===== src/rtl/player_motion_tracker.sv =====
// player_motion_tracker: frame-synchronous player-position integrator for the VGA box.
// Ports: clk_25mHz pixel clock; reset async active-low; frame_tick screenEnd;
//   accel_valid/accel_x_in/accel_y_in tilt sample strobe and signed axes;
//   game_state 0=start, 1/3=run, else freeze; pos_x/pos_y player centre;
//   pos_valid one-cycle update pulse; at_wall last update clamped an axis.
// Optional build macro VELOCITY_SMOOTH_EN adds a per-axis first-order tilt filter.
module player_motion_tracker #(
  parameter int SCREEN_W   = 640,
  parameter int SCREEN_H   = 480,
  parameter int SHIFT      = 4,
  parameter int DEADZONE   = 8,
  parameter int HALF_BIG   = 20,
  parameter int HALF_SMALL = 10
) (
  input  logic               clk_25mHz,
  input  logic               reset,
  input  logic               frame_tick,
  input  logic               accel_valid,
  input  logic signed [11:0] accel_x_in,
  input  logic signed [11:0] accel_y_in,
  input  logic [31:0]        game_state,
  output logic [31:0]        pos_x,
  output logic [31:0]        pos_y,
  output logic               pos_valid,
  output logic               at_wall
);
`ifdef VELOCITY_SMOOTH_EN
  localparam int HW = 14;
`else
  localparam int HW = 12;
`endif
  typedef enum logic [1:0] {S_START, S_RUN, S_FREEZE} state_t;
  state_t state_q, state_d;
  logic tick_q, edge_w, small_q, small_d, v1_q, wall_q, wall_d, pv_q;
  logic signed [HW-1:0] hx_q, hx_d, hy_q, hy_d, sx_q, sx_d, sy_q, sy_d;
  logic [9:0] px_q, px_d;
  logic [8:0] py_q, py_d;
  logic signed [11:0] half, hix, hiy, sum_x, sum_y, cx, cy;
  logic wx, wy;
  function automatic logic signed [11:0] step_f(input logic signed [HW-1:0] s);
    return (s >= -DEADZONE && s <= DEADZONE) ? 12'sd0 : 12'(s >>> SHIFT);
  endfunction
  assign edge_w = frame_tick & ~tick_q;
  always_comb begin
`ifdef VELOCITY_SMOOTH_EN
    hx_d = accel_valid ? hx_q + (({{2{accel_x_in[11]}}, accel_x_in} - hx_q) >>> 2) : hx_q;
    hy_d = accel_valid ? hy_q + (({{2{accel_y_in[11]}}, accel_y_in} - hy_q) >>> 2) : hy_q;
`else
    hx_d = accel_valid ? accel_x_in : hx_q;
    hy_d = accel_valid ? accel_y_in : hy_q;
`endif
    // snapshot reads the held registers before this edge's sample lands
    sx_d = edge_w ? hx_q : sx_q;
    sy_d = edge_w ? hy_q : sy_q;
    small_d = edge_w ? (game_state == 32'd3) : small_q;
    state_d = !edge_w ? state_q :
              (game_state == 32'd0) ? S_START :
              (game_state == 32'd1 || game_state == 32'd3) ? S_RUN : S_FREEZE;
    half = small_q ? 12'(HALF_SMALL) : 12'(HALF_BIG);
    hix = 12'(SCREEN_W - 1) - half;
    hiy = 12'(SCREEN_H - 1) - half;
    sum_x = $signed({2'b0, px_q}) + step_f(sx_q);
    sum_y = $signed({3'b0, py_q}) + step_f(sy_q);
    wx = (sum_x < half) || (sum_x > hix);
    wy = (sum_y < half) || (sum_y > hiy);
    cx = (sum_x < half) ? half : (sum_x > hix) ? hix : sum_x;
    cy = (sum_y < half) ? half : (sum_y > hiy) ? hiy : sum_y;
    px_d = !v1_q ? px_q : (state_q == S_START) ? 10'd320 : (state_q == S_RUN) ? cx[9:0] : px_q;
    py_d = !v1_q ? py_q : (state_q == S_START) ? 9'd240 : (state_q == S_RUN) ? cy[8:0] : py_q;
    wall_d = !v1_q ? wall_q : (state_q == S_RUN) & (wx | wy);
  end
  always_ff @(posedge clk_25mHz or negedge reset) begin
    if (!reset) begin
      tick_q <= 1'b0;
      hx_q <= '0;
      hy_q <= '0;
      sx_q <= '0;
      sy_q <= '0;
      small_q <= 1'b0;
      state_q <= S_START;
      v1_q <= 1'b0;
      px_q <= 10'd320;
      py_q <= 9'd240;
      wall_q <= 1'b0;
      pv_q <= 1'b0;
    end else begin
      tick_q <= frame_tick;
      hx_q <= hx_d;
      hy_q <= hy_d;
      sx_q <= sx_d;
      sy_q <= sy_d;
      small_q <= small_d;
      state_q <= state_d;
      v1_q <= edge_w;
      px_q <= px_d;
      py_q <= py_d;
      wall_q <= wall_d;
      pv_q <= v1_q;
    end
  end
  assign pos_x = {22'b0, px_q};
  assign pos_y = {23'b0, py_q};
  assign pos_valid = pv_q;
  assign at_wall = wall_q;
endmodule

===== config.mk =====
export PLATFORM = sky130hd
export DESIGN_NAME = player_motion_tracker
export DESIGN_NICKNAME = d
export VERILOG_FILES = /design/src/rtl/player_motion_tracker.sv
export SDC_FILE = /design/constraint.sdc
export NUM_CORES = 1
export LEC_CHECK = 0
export ABC_AREA = 1
export CAP_MARGIN = 25
export CORE_MARGIN = 2
export CORE_UTILIZATION = 45
export CTS_CLUSTER_DIAMETER = 60
export DETAILED_ROUTE_END_ITERATION = 10
export PLACE_DENSITY_LB_ADDON = 0.3
export SETUP_SLACK_MARGIN = 0.02
export SYNTH_ARGS = -nofsm -noshare
export SYNTH_HDL_FRONTEND = slang
export SYNTH_SLANG_ARGS = --single-unit

===== constraint.sdc =====
create_clock -name clk_25mHz -period 3.8 [get_ports clk_25mHz]
set_input_delay 0.95 -clock clk_25mHz [delete_from_list [all_inputs] [get_ports clk_25mHz]]
set_output_delay 0.95 -clock clk_25mHz [all_outputs]
set_load 0.05 [all_outputs]

==> results of run 1 <==
state kept, by name (all words and copies together), names as in the netlist:
name	cells
sx_q	12
pos_valid	1
v1_q	1
hx_q	12
py_q	9
px_q	10
state_q	2
hy_q	12
sy_q	12
at_wall	1
small_q	1
tick_q	1
area by class of cell:
class,instances,area (µm²)
clock buffer,11,141.4
fill,971,4536
multi-input combinational,471,2825
timing repair buffer,106,991.0
inverter,73,274.0
clock inverter,5,38.79
tap,140,175.2
sequential,74,1859
worst max-delay path: cells and delay by family (launching register included):
kind / cells / cell delay (ns)
compound gates: 8 / 1.37
fa+ha+maj: 1 / 0.39
buf+inv: 6 / 0.63
simple gates: 5 / 0.67
flops: 1 / 0.42
repair_timing:
action	4_1_cts	5_1_grt
pin swaps	0	12
gates resized for setup	1	37
setup buffers	2	11
gates cloned	0	1
setup endpoints to repair	5	20
routing by layer:
metal  vias to the layer above  part of all wire  global-route usage
met5                         -                 0                   0
met4                         0             0.024             0.07866
met3                        27             0.059             0.03023
met2                       172              0.47              0.3325
met1                      2077              0.45              0.2634
li1                       2177                 -                   -
where the power goes:
group	internal, mW	leakage [nW]	switching, mW
Clock	0.259	0.0899	0.314
Sequential	0.854	0.919	0.0415
Combinational	0.364	2.06	0.620
worst max path at each step:
stage,from,to,slack (ns),depth (start not counted)
floorplan,sy_q[9],py_q[1],0.26,22
global placement,sx_q[1],px_q[3],0.02,20
detailed placement,sx_q[1],px_q[3],-0.05,20
CTS,sx_q[1],px_q[3],0.05,20
global route,sy_q[4],py_q[1],-0.08,23
finish,sy_q[10],py_q[6],0.24,20
placed cells by master (no fill, tap or decap), types with 8 or more instances in the layout:
| cell type | n |
|---|---|
| nand2_1 | 132 |
| clkdlybuf4s50_1 | 79 |
| dfrtp_1 | 68 |
| inv_1 | 64 |
| nor2_1 | 53 |
| o21ai_0 | 46 |
| conb_1 | 45 |
| nand3_1 | 36 |
| ha_1 | 30 |
| buf_4 | 26 |
| a21oi_1 | 18 |
| mux2_2 | 15 |
| nand4_1 | 12 |
| clkbuf_8 | 10 |
| nand2_2 | 9 |
| inv_2 | 8 |
logic make-up after synthesis:
family / synth area share
compound gates: 0.09309
xor+xnor: 0.02221
fa+ha+maj: 0.09533
buf+inv: 0.1310
flops: 0.3709
mux: 0.03369
other cells: 0.0007480
simple gates: 0.2531
stage by stage:
stage	TNS (ns)	power [mW]	utilization	worst slack, ns
detailed placement	-0.1182	1.787	0.5412	-0.04626
CTS	0	2.367	0.5599	0.05496
floorplan	0	1.579	-	0.2620
finish	0	2.452	0.5816	0.2408
global route	-0.4276	2.614	0.5816	-0.07656
global placement	0	1.769	0.5412	0.02422
==> out/metrics.cfg, run 1 <==
[outcome]
outcome = finished, final reports clean

[clock_network]
clkLatencyLatePin_ns = 0.35
clockBufferDepth = 2
clockRootBuffer = clkbuf_8
postCtsHoldBufs = 0
htreeDepth = 3
cts_tree = done
clkTransAtPathRegs_ns = 0.08
cts.sinks = 74
cts_buffers = 9

[sta]
slew_headroom = 0.3988
hold_viol = 0
holdWs_ns = 0.4160
max_freq_mhz = 281.0
finalCritPeriodShare = 0.9366
min_period_ns = 3.559
setup_viol = 0
worstMarginPinSlew_ns = 0.8989
fin_skew_ns = 0.006258
slew_viol_final = 0

[logic_synthesis]
syn_inst = 629
ys_warn_count = 0
synth_top_area_share = 0.3394
synth.avg_cell_area_um2 = 7.971
synth_common_cells = nand2_1, inv_1, dfrtp_1
synth_area_leaders = dfrtp_1, nand2_1, ha_1
yosys_register_bits = 74
yosysMostFrequentCell = nand2_1
synthArstFlopShare = 1.000
ys.flop_type = dfrtp_1
synth_edf_count = 0
ys_types = 42
yosys.area.top_type = dfrtp_1
ys_seq_area_frac = 0.3709
syn_area_um2 = 5014

[critical_path]
rr_startpoint = sy_q[10]
cp_slowest_cell = dfrtp_1
rr_worst_depth = 20
critPathMaxStageDelay_ns = 0.42
r2r_slack_ns = 0.24
endpoint_kind = flip-flop
crit_type = reg2reg
path_max_fanout = 7
rr_endpoint = py_q[6]
worstPathCellList = inv_2 > nor4_4 > a21oi_2 > a21oi_2 > buf_4 > buf_4 > nor2_1 > ha_1 > a21o_1 > a21oi_1 > nand2_1 > a21oi_1 > inv_1 > o21ai_0 > nand2_1 > nand2_4 > inv_2 > buf_4 > o21ai_0 > a21oi_1
crit_arrival_ns = 3.83
cp-start-kind = flip-flop
crit_required_ns = 4.07

[floorplan]
rows = 38
die_y_um = 109.6
core_area_um2 = 10840
io_pins = 126
initial_utilization = 0.4625
dieArea_um2 = 12000
die_x_um = 109.6

[grt]
grt_antenna_before_repair = 0
groute.usage.overall = 0.2004
grt-ovfl-total = 0
grt_pass1_wl_um = 18920
grt_pass1_vias = 4249
grt_max_degree = 64

[detailed_routing]
drc = 0
finalWirelength_um = 11810
wl_per_cell_um = 13.42
ant_nets = 0
vias_per_cell = 5.060
vias = 4453
firstDrtPassIters = 5
drt_iter0_markers = 213

[placed_design]
placed_area_um2 = 5867
hpwl_um = 8969
gp_congestion = 0.9984
port_buffers = 80
dp_cells = 850

[final_layout]
layout-drive-gt1-share = 0.1635
fin_area_um2 = 6305
syn_to_final_growth_pct = 25.76
fin_nets = 832
diodes = 0
final_cells = 880

[pwr]
powerDensity_nw_per_um2 = 388.8
peakVddDrop_v = 0.0002252
leakagePower_nw = 3.071

[job]
drv_cap = 0

[min_path]
whs_path_depth = 0
holdPathEnd = pos_valid
min_path_type = reg2reg
hp-start = v1_q

Note: power is estimated with default switching activity, not from simulation.
==> run 2: changes to the inputs <==
- CORE_MARGIN: 2 -> default
==> run 2 against run 1 <==
Die area decreased by 3.6%; critical path type unchanged; non-clock buffer count down 10; critical path depth unchanged; highest routed layer unchanged; via count is 0.25% higher; global-route usage increased by 0.83 points; count of clock-buffer cells in the layout decreased by 1.
==> out/metrics.cfg, run 2 (synthesis gave the netlist of run 1 again) <==
[final_layout]
final_cell_mix = nand2_1, clkdlybuf4s50_1, dfrtp_1
diodes = 0
fin_nets = 822
syn_to_final_growth_pct = 24.98
layout-drive-gt1-share = 0.1493
final_util = 0.5780
final_cells = 870
layout_commonest_cell = nand2_1

[placed_design]
hpwl_um = 8930
port_buffers = 80
dp_cells = 848
gp_congestion = 0.9704

[clock_network]
htreeDepth = 3
cts_buffers = 9
clkLatencyLatePin_ns = 0.35
clkTransAtPathRegs_ns = 0.09
postCtsHoldBufs = 0
clockRootBuffer = clkbuf_8
clockBufferDepth = 2
cts.sinks = 74
cts_tree = done

[sta]
max_freq_mhz = 283.7
rsz0062_at_grt = false
setup_viol = 0
hold_viol = 0
fin_skew_ns = 0.01298
slew_viol_final = 0
slew_headroom = 0.6035
worstMarginPinSlew_ns = 0.5947
finalSetupTns_ns = 0
finalCritPeriodShare = 0.9276
min_period_ns = 3.525
holdWs_ns = 0.4190

[pwr]
switching_share = 0.3926
switching_power_mw = 0.9739
power_mw = 2.481
p_int_mw = 1.507
peakVddDrop_v = 0.0002126
p_comb_frac = 0.387
powerDensity_nw_per_um2 = 395.9
pwr-share-clk = 0.255
pwr-share-seq = 0.359
leakagePower_nw = 3.029

[critical_path]
worstPathCellList = nor4_1 > nand3_1 > a21oi_2 > nor2_1 > ha_1 > fa_2 > nand3_1 > nand2_1 > xor2_2 > ha_1 > a31oi_1 > nor2_1 > a21oi_1 > nand4_1 > nand2_1 > nand2_2 > nand2_1 > nand2_1 > o21ai_1 > nand2_1
crit_required_ns = 4.04
cp_slowest_cell = dfrtp_1
r2r_slack_ns = 0.28
rr_endpoint = py_q[2]
crit_type = reg2reg
rr_worst_depth = 20
cpMostUsedCell = nand2_1
crit_end = py_q[2]
critPathMaxStageDelay_ns = 0.40
crit_arrival_ns = 3.77
worstSetupStartpoint = sy_q[4]
endpoint_kind = flip-flop
path_max_fanout = 7
rr_startpoint = sy_q[4]
cp-start-kind = flip-flop

[job]
drv_cap = 0

[detailed_routing]
drc = 0
firstDrtPassIters = 5
finalWirelength_um = 11610
wl_per_cell_um = 13.34
drt_iter0_markers = 181
vias_per_cell = 5.131
ant_nets = 0
vias = 4464

[outcome]
outcome = finished, final reports clean

[floorplan]
initial_utilization = 0.4625
dieArea_um2 = 11570
die_x_um = 107.6
core_area_um2 = 10840
io_pins = 126
die_y_um = 107.6
rows = 38

[grt]
grt_antenna_before_repair = 0
grt_pass1_vias = 4196
grt-ovfl-total = 0
grt_max_degree = 75
grt_pass1_wl_um = 18980
groute.usage.overall = 0.2087

[min_path]
min_path_type = reg2reg
whs_path_depth = 0

==> run 2: cell count changes in the layout (fill, tap and decap cells not counted), sizes merged <==
cell / delta
buf: -10
bufinv: +1
clkbuf: -1
clkinv: -1
inv: +1
==> run 2: worst min-delay path by stage <==
stage / slack [ns] / from / end
after CTS: 0.41 / v1_q / pos_valid
after global placement: 0.40 / v1_q / pos_valid
after global routing: 0.42 / v1_q / pos_valid
final: 0.42 / v1_q / pos_valid
after floorplan: 0.35 / v1_q / pos_valid
after detailed placement: 0.39 / v1_q / pos_valid
==> run 2: cell type report <==
type	instances	area (µm²)
clock buffer	10	127.6
fill	993	4574
tap	140	175.2
timing repair buffer	96	935.9
inverter	73	274.0
sequential	74	1859
clock inverter	6	72.57
multi-input combinational	471	2821
==> run 2: timing repair <==
action | CTS | global route
endpoints found under the hold margin | 0 | 0
setup buffers | 0 | 4
endpoints found under the setup margin | 6 | 20
resized for setup | 3 | 31
gates cloned | 0 | 1
pin swaps | 0 | 13
==> run 2: layer usage <==
layer / part of all wire / routed length, µm / up-vias / GRT usage
met1: 0.42 / 4924 / 2059 / 0.2643
met3: 0.066 / 762 / 30 / 0.04177
met5: 0 / 0 / - / 0
met2: 0.48 / 5600 / 212 / 0.3526
met4: 0.027 / 319 / 0 / 0.07339
li1: - / - / 2163 / -
==> run 2: power groups by stage <==
stage | logic, mW | registers (mW) | clock network (mW)
after floorplan | 0.679 | 0.900 | 0
after global placement | 0.861 | 0.901 | 0
after detailed placement | 0.881 | 0.905 | 0
after CTS | 0.893 | 0.890 | 0.642
after global routing | 1.07 | 0.897 | 0.675
final | 0.959 | 0.890 | 0.632
==> run 2: worst max-delay path: cells and delay by family, from the launching register on <==
family                     cells  cell delay (ns)
xor gates and xnor gates       1             0.17
adders and majority gates      3             0.92
AOI/OAI and AO/OA              4             0.67
DFF                            1             0.40
and+or+nand+nor               12             1.25
==> run 2: metrics by stage <==
step | setup slack [ns] | instance area (µm²)
2_1_floorplan | 0.2620 | 5179
6_report | 0.2753 | 6266
4_1_cts | 0.06036 | 6081
3_5_place_dp | -0.06145 | 5864
3_3_place_gp | -0.01573 | 5864
5_1_grt | 0.02067 | 6266
==> run 3: changes to the inputs <==
- ABC_CLOCK_PERIOD_IN_PS: default -> 3800
==> results of run 3 <==
Same layout as run 2: the final DEF is identical, and so are final timing and power.
